<file path="config.mk">
export PLATFORM = sky130hd
export DESIGN_NAME = io_tty
export DESIGN_NICKNAME = d
export VERILOG_FILES = /design/src/rtl/io_tty.sv
export SDC_FILE = /design/constraint.sdc
export NUM_CORES = 1
export LEC_CHECK = 0
export ABC_AREA = 1
export CORE_MARGIN = 1.5
export CORE_UTILIZATION = 33
export DETAILED_ROUTE_END_ITERATION = 10
export PLACE_DENSITY_LB_ADDON = 0.25
export SYNTH_ARGS = -nofsm -noshare
export SYNTH_HDL_FRONTEND = slang
export SYNTH_SLANG_ARGS = --single-unit
</file>
<file path="constraint.sdc">
create_clock -name clk -period 1.1 [get_ports clk]
set_clock_uncertainty 0.1 [all_clocks]
set_input_delay 0.33 -clock clk [delete_from_list [all_inputs] [get_ports clk]]
set_output_delay 0.33 -clock clk [all_outputs]
set_load 0.01 [all_outputs]
</file>
<file path="src/rtl/io_tty.sv">
// io_tty: console teletype responder on the KV10 I/O bus, device code 7'o024.
//
// It answers CONO/CONI/DATAO/DATAI cycles and moves bytes to and from a byte-wide
// serial front end over valid/ready handshakes. It also raises a one-hot PI request
// on the programmed level while either done flag is set.
//
// Ports:
//   clk, reset_n        clock, asynchronous active-low reset
//   io_dev[0:17]        I/O address {9'b0, device[7], 1'b0, cond}
//   io_write, io_read   single-cycle bus strobes
//   io_dataw[0:35]      write data (bit 35 is the least significant)
//   io_datar[0:35]      read data, zero outside the ack cycle
//   io_ack              one-cycle acknowledge, one cycle after a selected strobe
//   pi_req[1:7]         registered interrupt request on the PIA level
//   tx_data/valid/ready output character handshake
//   rx_data/valid/ready input character handshake
//
// Build option: define IO_TTY_OVERRUN_EN to keep rx_ready high. A byte that arrives
// while input done is set then overwrites the buffer and sets the overrun flag (0o1000).
module io_tty (
  input  logic        clk,
  input  logic        reset_n,
  input  logic [0:17] io_dev,
  input  logic        io_write,
  input  logic        io_read,
  input  logic [0:35] io_dataw,
  output logic [0:35] io_datar,
  output logic        io_ack,
  output logic [1:7]  pi_req,
  output logic [7:0]  tx_data,
  output logic        tx_valid,
  input  logic        tx_ready,
  input  logic [7:0]  rx_data,
  input  logic        rx_valid,
  output logic        rx_ready
);

  localparam logic [6:0] DEVICE = 7'o024;

  typedef enum logic {TxIdle, TxSend} tx_state_e;

  tx_state_e   tx_state_q, tx_state_d;
  logic [2:0]  pia_q, pia_d;
  logic        out_done_q, out_done_d;
  logic        in_done_q, in_done_d;
  // Set by clear-all while a character is in flight, so its completion leaves done at 0.
  logic        tx_kill_q, tx_kill_d;
  logic [7:0]  tx_buf_q, tx_buf_d;
  logic [7:0]  rx_buf_q, rx_buf_d;
  logic        ack_q, ack_d;
  logic [35:0] datar_q, datar_d;
  logic [1:7]  pi_q, pi_d;
`ifdef IO_TTY_OVERRUN_EN
  logic        overrun_q, overrun_d;
`endif

  // Numeric view of the write data: wdata[0] is bus bit 35.
  logic [35:0] wdata;
  assign wdata = io_dataw;

  logic unused_wdata;
  assign unused_wdata = ^wdata[35:9];

  logic sel, cond, cono, datao, datai, rd_sel;
  logic clear_all, tx_fire, rx_accept, out_busy;
  logic [35:0] status;

  assign sel    = (io_dev[0:8] == 9'd0) && (io_dev[9:15] == DEVICE) && !io_dev[16];
  assign cond   = io_dev[17];
  assign cono   = sel && io_write && cond;
  assign datao  = sel && io_write && !cond;
  assign datai  = sel && io_read && !cond;
  assign rd_sel = sel && io_read;

  assign clear_all = cono && wdata[8];
  assign out_busy  = (tx_state_q == TxSend);
  assign tx_fire   = out_busy && tx_ready;
  assign rx_accept = rx_valid && rx_ready;

`ifdef IO_TTY_OVERRUN_EN
  assign rx_ready = 1'b1;
`else
  assign rx_ready = !in_done_q;
`endif

  assign tx_valid = out_busy;
  assign tx_data  = tx_buf_q;
  assign io_ack   = ack_q;
  assign io_datar = datar_q;
  assign pi_req   = pi_q;

  always_comb begin
    status    = '0;
    status[2:0] = pia_q;
    status[3] = out_done_q;
    status[4] = out_busy;
    status[5] = in_done_q;
    status[6] = rx_valid && !in_done_q;
`ifdef IO_TTY_OVERRUN_EN
    status[9] = overrun_q;
`endif
  end

  // Next-state: software effects first, hardware sets override them, clear-all overrides all.
  always_comb begin
    tx_state_d = tx_state_q;
    pia_d      = pia_q;
    out_done_d = out_done_q;
    in_done_d  = in_done_q;
    tx_kill_d  = tx_kill_q;
    tx_buf_d   = tx_buf_q;
    rx_buf_d   = rx_buf_q;
`ifdef IO_TTY_OVERRUN_EN
    overrun_d  = overrun_q;
`endif

    if (cono) begin
      pia_d = wdata[2:0];
      if (wdata[3]) out_done_d = 1'b0;
      if (wdata[4]) begin
        in_done_d = 1'b0;
`ifdef IO_TTY_OVERRUN_EN
        overrun_d = 1'b0;
`endif
      end
      if (wdata[7]) out_done_d = 1'b1;
    end

    // A DATAO while busy is acked but the byte is dropped.
    if (datao && (tx_state_q == TxIdle)) begin
      tx_buf_d   = wdata[7:0];
      tx_state_d = TxSend;
      out_done_d = 1'b0;
      tx_kill_d  = 1'b0;
    end

    if (datai) in_done_d = 1'b0;

    if (tx_fire) begin
      tx_state_d = TxIdle;
      tx_kill_d  = 1'b0;
      if (!tx_kill_q) out_done_d = 1'b1;
    end

    if (rx_accept) begin
      rx_buf_d  = rx_data;
      in_done_d = 1'b1;
`ifdef IO_TTY_OVERRUN_EN
      if (in_done_q) overrun_d = 1'b1;
`endif
    end

    if (clear_all) begin
      pia_d      = 3'd0;
      out_done_d = 1'b0;
      in_done_d  = 1'b0;
`ifdef IO_TTY_OVERRUN_EN
      overrun_d  = 1'b0;
`endif
      if (out_busy && !tx_fire) tx_kill_d = 1'b1;
    end
  end

  // Bus response and interrupt request, registered.
  always_comb begin
    ack_d   = sel && (io_read || io_write);
    datar_d = '0;
    if (rd_sel) datar_d = cond ? status : {28'd0, rx_buf_q};
    pi_d = '0;
    for (int i = 1; i <= 7; i++) begin
      pi_d[i] = (in_done_q || out_done_q) && (pia_q == 3'(i));
    end
  end

  always_ff @(posedge clk or negedge reset_n) begin
    if (!reset_n) begin
      tx_state_q <= TxIdle;
      pia_q      <= 3'd0;
      out_done_q <= 1'b0;
      in_done_q  <= 1'b0;
      tx_kill_q  <= 1'b0;
      tx_buf_q   <= 8'd0;
      rx_buf_q   <= 8'd0;
      ack_q      <= 1'b0;
      datar_q    <= '0;
      pi_q       <= '0;
`ifdef IO_TTY_OVERRUN_EN
      overrun_q  <= 1'b0;
`endif
    end else begin
      tx_state_q <= tx_state_d;
      pia_q      <= pia_d;
      out_done_q <= out_done_d;
      in_done_q  <= in_done_d;
      tx_kill_q  <= tx_kill_d;
      tx_buf_q   <= tx_buf_d;
      rx_buf_q   <= rx_buf_d;
      ack_q      <= ack_d;
      datar_q    <= datar_d;
      pi_q       <= pi_d;
`ifdef IO_TTY_OVERRUN_EN
      overrun_q  <= overrun_d;
`endif
    end
  end

endmodule

</file>
==> flow_summary.ini, run 1 <==
[global_routing]
antenna_found_initial = 0
overflow = 0
grt_start_max_net_pins = 31
grt_pass1_vias = 1590
grt_pass1_wl_um = 6980
track_usage_pct = 14.4

[final_layout]
antenna_cells = 0
final_layout_size_suffix_gt1_share_pct = 51.3
fillers = 512
final_util_pct = 56.3
area_growth_pct = 62.8
nNetsFinal = 379
design_area_um2 = 3140
final_cells = 384

[placement]
dp_hpwl_um = 3110
gp_congestion = 0.803
dpl_cell_area_um2 = 2810
pre_cts_ws_ps = -956
place_inst = 356
numPortBuffers = 66

[critical_path]
cp.required_ps = 1170
worstSetupPathType = flop to flop
start_kind = flop
path_max_fanout = 8
r2r_slack_ps = -230
arrival_ps = 1400
critPathCaptureType = flop

[synth]
synth_area_leaders = dfrtp_1, buf_4, nand2_1, mux2_2, inv_1
synth_area_leader_cell = dfrtp_1
ys.flop_type = dfrtp_1
yosysMostFrequentCell = nand2_1
synth.cell_area_um2 = 1930
synth_edf_count = 0
ys_ff_latch = 39
synth_cell_types = 25
ys_seq_area_share_pct = 50.6
synth_top_area_share_pct = 50.6
synthCells = 202
synthTopCellsByCount = nand2_1, dfrtp_1, buf_4
syn_area_per_cell_um2 = 9.55
ys_async_sr_fraction_pct = 100
yosysWarningCount = 0

[sta]
period_share_pct = 121
setup_tns_ps = -6570
final_max_slew_viol_count = 0
final.setup.worst_slack_ps = -230
timing.hold.ws_ps = 343
rsz0062_at_grt = yes
hold_violations = 0
fmax_mhz = 752
setup_viol_count_final = 55
period_minus_slack_ps = 1330

[clocking]
cts_sinks = 39
root_buffer = clkbuf_8
cts_htree_levels = 2
clk_pin_slew_worst_paths_ps = 70
cts_buffers = 5
cts_tree = built
cts_buffer_depth = 2
insertion_delay_ps = 280

[power_and_ir_drop]
pwr-share-clk_pct = 33.5
p_total_mw = 2.70
ir_drop_uv = 534
power_frac_comb_pct = 13.3
intPower_mw = 2.05
netSwitchingPower_uw = 651
p_leak_nw = 1.61
power_density_nw_per_um2 = 859
switching_share_pct = 24.1
pwr-share-seq_pct = 53.2

[floorplanning]
fp.dieW_um = 79.4
initial_core_util_pct = 34.6
std_cell_rows = 27
die_height_um = 79.4
die_area_um2 = 6310
io_pins = 122
core_um2 = 5570

[run_status]
violations = negative setup slack
status = finished with violations

[run]
maxCapViolations = 0

[drt]
via_per_inst = 4.24
vias = 1630
drt_iter0_markers = 31
routed_wl_um = 4230
ant_nets = 0
drc = 0
wl_per_cell_um = 11.0
drt_first_pass_iters = 4

[hold_path]
hp-class = primary input to asynchronous set/reset pin
-- worst paths after layout --
| path | startpoint | to | cells after the start |
|---|---|---|---|
| max in group asynchronous | reset_n | rx_buf_q[0] | 3 |
| min in group clk | io_dev[12] | io_datar[31] | 6 |
| worst max register to register | tx_valid | tx_kill_q | 6 |
| worst min register to register | tx_data[0] | tx_data[0] | 2 |
| worst max-delay path | tx_valid | tx_kill_q | 6 |
| worst min-delay path | reset_n | io_datar[29] | 2 |
-- cell type report --
class | instances | area, µm² | share of cell area, %
Clock inverter | 1 | 5.00 | 0.159
Timing Repair Buffer | 103 | 898 | 28.6
Clock buffer | 7 | 76.3 | 2.43
Inverter | 24 | 119 | 3.79
Sequential cell | 39 | 976 | 31.1
Tap cell | 72 | 90.1 | 2.87
Multi-Input combinational cell | 138 | 975 | 31.0
-- cell usage in the layout (no fill, tap or decap), drive strengths merged --
cell type / count
o31ai: 4
or2: 2
clkbuf: 8
clkinvlp: 1
dlygate4sd2: 4
nand2: 42
nand3: 9
nor3: 4
clkinv: 1
clkdlybuf4s50: 18
nor2: 18
inv: 23
o21ai: 9
nor3b: 1
a21oi: 10
nand4: 3
dfrtp: 39
dlygate4sd3: 1
conb: 28
buf: 79
mux2: 8
-- layer usage --
layer | vias up | part of all wire (%) | global-route usage [%]
met5 | - | 0 | 0
met2 | 61 | 53 | 24.7
li1 | 812 | - | -
met1 | 748 | 39 | 16.8
met3 | 9 | 6.4 | 4.46
met4 | 0 | 1.8 | 5.09
-- power groups by stage --
stage	clock (mW)	combinational [mW]	sequential, mW
2_1_floorplan	0	0.181	1.46
3_3_place_gp	0	0.329	1.46
3_5_place_dp	0	0.331	1.46
4_1_cts	0.919	0.337	1.43
5_1_grt	1.01	0.392	1.43
6_report	0.905	0.359	1.43
-- worst max-delay path, stage by stage (launching register included) --
cell and delay, ps:
dfrtp_1 420, buf_6 140, nor2_4 110, nand3_4 150
buf_12 180, nand3_2 60, o31ai_2 60
-- kinds of logic (layout without fill, tap and decap cells) --
kind of cell	count (synthesis)	after routing	synth area share [%]
DFF	39	39	50.6
buffers and inverters	54	135	16.4
muxes	8	8	4.67
other	1	28	0.194
and+or+nand+nor	77	79	20.1
AOI/OAI and AO/OA	23	23	8.05
-- timing repair --
| action | in CTS | in global routing |
|---|---|---|
| gates cloned | 3 | 0 |
| endpoints found under the setup margin | 58 | 61 |
| setup buffers | 12 | 5 |
| resized for setup | 210 | 33 |
| hold endpoints to repair | 9 | 0 |
| hold buffers | 1 | 0 |
| pin swaps | 20 | 10 |
-- state kept, by name, indices dropped and copies added (netlist names) --
register	cells
in_done_q	1
io_ack	1
io_datar	8
out_done_q	1
pi_req	7
pia_q	3
rx_buf_q	8
tx_data	8
tx_kill_q	1
tx_valid	1
Power figures use the tool's default switching activity.
==> run 2: changes to the inputs <==
- CORE_UTILIZATION: 33 -> 39
- clock period: 1.1 -> 1.6 ns (I/O delays scaled with it)
==> run 2 against run 1 <==
Net effect:
- the flow now finishes without violations
- worst hold slack worse by 300 ps
- non-clock buffer count decreased by 11
- register-to-register slack improved by 530 ps
- routed wire length up 1.8%
- sequential share of layout area up 3.3 points
- combinational power down 40%
- total power is 32% lower
- cell area decreased by 9.7%
- sequential cell count did not move
==> flow_summary.ini, run 2 (synthesis gave the netlist of run 1 again) <==
[critical_path]
critPathCaptureType = output port
path_max_fanout = 2
slowest_stage = dfrtp_1
cpPeakStageDelay_ps = 400
cp.required_ps = 1020
cp-startpoint = tx_data[3]
crit_buf_inv = 1
cpLargestDelayFamily = flip-flops
worstPathCellList = dlygate4sd2_1
start_kind = flop
arrival_ps = 970
worstSetupPathType = flop to output port
r2r_start = tx_valid

[run]
maxCapViolations = 0

[clocking]
holdBufCountCts = 0
cts_buffers = 5
root_buffer = clkbuf_8
cts_tree = built
cts_htree_levels = 2
cts_sinks = 39
insertion_delay_ps = 290
clk_pin_slew_worst_paths_ps = 70
cts_buffer_depth = 2

[power_and_ir_drop]
p_leak_nw = 1.55
ir_drop_uv = 470
power_density_nw_per_um2 = 645

[sta]
period_minus_slack_ps = 1550
setup_viol_count_final = 0
fmax_mhz = 643
period_share_pct = 97.2
setup_tns_ps = 0
hold_violations = 0
final.setup.worst_slack_ps = 45.2
final_max_slew_viol_count = 0

[final_layout]
nNetsFinal = 370
fillers = 456
area_growth_pct = 47.0
final_layout_size_suffix_gt1_share_pct = 30.7
antenna_cells = 0
final_util_pct = 59.6
final_common_cell = dfrtp_1
final_cell_mix = dfrtp_1, nand2_1, conb_1
design_area_um2 = 2830
seq_area_um2 = 976
multi_input_area_um2 = 827

[placement]
pre_cts_ws_ps = -530
dp_hpwl_um = 3020
dpl_cell_area_um2 = 2680
numPortBuffers = 66
gp_congestion = 0.744

[global_routing]
antenna_found_initial = 0
track_usage_pct = 17.2
grt_pass1_vias = 1473
grt_start_max_net_pins = 40
grt_pass1_wl_um = 6970
overflow = 0

[floorplanning]
std_cell_rows = 25
io_pins = 122
initial_core_util_pct = 40.6
fp.dieW_um = 73.3
core_um2 = 4750
die_area_um2 = 5370
die_height_um = 73.3

[drt]
routed_wl_um = 4310
ant_nets = 0
vias = 1611
wl_per_cell_um = 11.7
drt_iter0_markers = 90
drc = 0
via_per_inst = 4.35
drt_first_pass_iters = 5

[hold_path]
hp-class = primary input to asynchronous set/reset pin

[run_status]
status = completed
## run 2: changes by cell type in the layout (fill, tap and decap cells not counted), sizes merged
| cell | change |
|---|---|
| buf | -52 |
| dlygate4sd2 | +23 |
| clkbuf | +12 |
| clkdlybuf4s15 | +4 |
| clkdlybuf4s50 | +3 |
| nand3 | +3 |
| clkinvlp | -1 |
| dlygate4sd3 | -1 |
| inv | +1 |
| nand2 | -1 |
## run 2: worst paths after layout
kind | to | slack (ps) | cells after the start
worst min-delay path | pi_req[4] | 50 | 2
worst max-delay path | tx_data[3] | 50 | 1
worst min register to register | tx_data[5] | 390 | 2
min in group clk | tx_data[5] | 390 | 2
max in group asynchronous | tx_kill_q | 1160 | 2
worst max register to register | tx_data[0] | 300 | 5
## run 2: report_power, final
part	switching [mW]	leakage [nW]	total (mW)	internal, mW
registers	0.000286	0.535	0.986	0.986
logic	0.115	0.969	0.216	0.101
clock network	0.321	0.0422	0.626	0.306
## run 2: final cells by class
type	instances	area share, %
tap	67	2.96
sequential	39	34.4
inverter	24	3.18
multi-input combinational	140	29.2
clock buffer	7	2.69
clock inverter	1	0.177
timing repair buffer	92	27.4
## run 2: stage by stage
step | hold WS (ps) | instances | total power [mW]
final | 45.8 | 370 | 1.83
after global routing | 71.8 | 370 | 1.91
after CTS | 46.0 | 368 | 1.84
after detailed placement | 361 | 348 | 1.21
after global placement | 361 | 348 | 1.21
after floorplan | 84.4 | 229 | 1.12
## run 2: per-layer routing
| layer | track usage, % | routed length [µm] | vias to the layer above |
|---|---|---|---|
| li1 | - | - | 792 |
| met1 | 21.9 | 1820 | 751 |
| met2 | 28.6 | 2180 | 62 |
| met3 | 3.57 | 230 | 6 |
| met4 | 6.79 | 81 | 0 |
| met5 | 0 | 0 | - |
## run 2: repair_timing
action,in CTS,in global routing
setup buffers,8,2
gates cloned,4,0
pin swaps,15,22
endpoints found under the setup margin,48,24
gates resized for setup,51,43
==> run 3: changes to the inputs <==
- PLACE_DENSITY: default -> 0.88
- PLACE_DENSITY_LB_ADDON: 0.25 -> default
- RECOVER_POWER: default -> 50
==> run 3 against run 2 <==
Net effect:
- the flow now finishes with violations (negative setup slack)
- sequential share of layout area down 1.8 points
- worst hold slack better by 260 ps
- die area unchanged
- register-to-register slack worse by 150 ps
- setup slack worse by 46 ps
- maximum frequency down 2.9%
- sequential cell count unchanged
- global-route usage up 2.8 points
- critical path depth up 5
- sequential power about the same
- critical endpoint is now tx_data[7]
==> flow_summary.ini, run 3 (synthesis gave the netlist of run 1 again) <==
[run_status]
status = finished with violations
violations = negative setup slack

[placement]
dp_hpwl_um = 3190
numPortBuffers = 66
gp_congestion = 0.814
place_inst = 349

[clocking]
cts_buffer_depth = 2
clk_pin_slew_worst_paths_ps = 80
cts_sinks = 39
holdBufCountCts = 0
cts_buffers = 5
cts_tree = built
root_buffer = clkbuf_8
insertion_delay_ps = 290
cts_htree_levels = 2

[global_routing]
grt_start_max_net_pins = 40
overflow = 0
grt_pass1_wl_um = 8050
track_usage_pct = 20.0
grt_pass1_vias = 1663
antenna_found_initial = 0

[drt]
drt_iter0_markers = 139
drt_first_pass_iters = 4
routed_wl_um = 5290
via_per_inst = 4.50
ant_nets = 0
vias = 1666
wl_per_cell_um = 14.3
drc = 0

[sta]
setup_tns_ps = -0.858
setup_viol_count_final = 1
hold_violations = 0
period_share_pct = 100
final_max_slew_viol_count = 0
final.setup.worst_slack_ps = -0.858
slew_headroom_pct = 38.4
timing.hold.ws_ps = 305
period_minus_slack_ps = 1600
worst_pin_slew_ps = 924
fmax_mhz = 625

[power_and_ir_drop]
ir_drop_uv = 311
power_frac_comb_pct = 10.9
intPower_mw = 1.59
power_density_nw_per_um2 = 688
pwr-share-seq_pct = 48.0
switching_share_pct = 22.7
netSwitchingPower_uw = 466
pwr-share-clk_pct = 41.1
p_total_mw = 2.06
p_leak_nw = 1.59

[critical_path]
slowest_stage = clkdlybuf4s50_1
worstSetupPathType = primary input to flop
cp-startpoint = io_dev[17]
cpPeakStageDelay_ps = 470
worstPathCellList = clkdlybuf4s50_1 -> nor2_2 -> nand3_4 -> buf_12 -> buf_16 -> o21ai_2
start_kind = primary input
r2r_start = in_done_q
path_max_fanout = 7
r2r_slack_ps = 150
ff2ff_path_depth = 5
arrival_ps = 1730
critPathCaptureType = flop
cp.required_ps = 1730

[final_layout]
final_layout_size_suffix_gt1_share_pct = 33.7
final_cell_mix = dfrtp_1, nand2_1, conb_1
nNetsFinal = 370
area_growth_pct = 55.0
final_cells = 370
final_util_pct = 62.9
antenna_cells = 0
final_common_cell = dfrtp_1

[floorplanning]
io_pins = 122
initial_core_util_pct = 40.6
die_height_um = 73.3
core_um2 = 4750
fp.dieW_um = 73.3
std_cell_rows = 25
die_area_um2 = 5370

[hold_path]
hp-class = primary input to asynchronous set/reset pin

[run]
maxCapViolations = 0
## run 3: changes by cell type in the layout (fill, tap and decap cells not counted), sizes merged
cell | previous run | this run
clkdlybuf4s15 | 4 | 8
nand3 | 12 | 9
bufinv | 0 | 1
clkbuf | 20 | 19
dlygate4sd2 | 27 | 26
## run 3: path summary, 6_finish.rpt
| kind | endpoint |
|---|---|
| setup reg to reg | rx_buf_q[2] |
| min in group clk | tx_data[6] |
| max in group asynchronous | tx_data[4] |
| hold reg to reg | tx_data[6] |
| hold / removal | rx_buf_q[7] |
| setup / recovery | tx_data[7] |
## run 3: metal layers
layer	vias to the layer above	part of all wire, %	global-route usage, %	wire, µm
li1	784	-	-	-
met1	797	38	23.1	2010
met2	68	53	35.2	2830
met3	17	4.8	4.39	253
met4	0	3.8	9.26	201
met5	-	0	0	0
## run 3: critical path, delay by kind of cell
kind | cells | cell delay [ps]
AO/OA/AOI/OAI | 1 | 110
buffers and inverters | 3 | 780
AND/OR/NAND/NOR | 2 | 350
## run 3: layout make-up
class / count / area, µm²
clock buffers: 6 / 82.6
clock inverters: 2 / 35.0
fillers: 366 / 1770
inverters: 24 / 90.1
multi-input cells: 137 / 893
flip-flops and latches: 39 / 976
well taps: 67 / 83.8
repair buffers: 95 / 828
## run 3: through the flow
stage          setup slack [ps]  instance area (µm²)
2_1_floorplan              29.3                 2030
3_3_place_gp               -452                 2700
3_5_place_dp               -515                 2700
4_1_cts                    2.10                 3010
5_1_grt                   -22.8                 2990
6_report                 -0.858                 2990
## run 3: repair_timing
| item | in CTS | in global routing |
|---|---|---|
| setup endpoints to repair | 48 | 24 |
| pin swaps | 18 | 19 |
| buffers inserted | 12 | 2 |
| gates resized for setup | 69 | 49 |
| cloned | 4 | 0 |
## run 3: power by group through the flow
stage	Combinational [mW]	Sequential, mW	Clock (mW)
2_1_floorplan	0.112	1.01	0
3_5_place_dp	0.208	1.01	0
5_1_grt	0.245	0.986	0.901
4_1_cts	0.215	0.986	0.844
6_report	0.225	0.986	0.845
3_3_place_gp	0.203	1.01	0
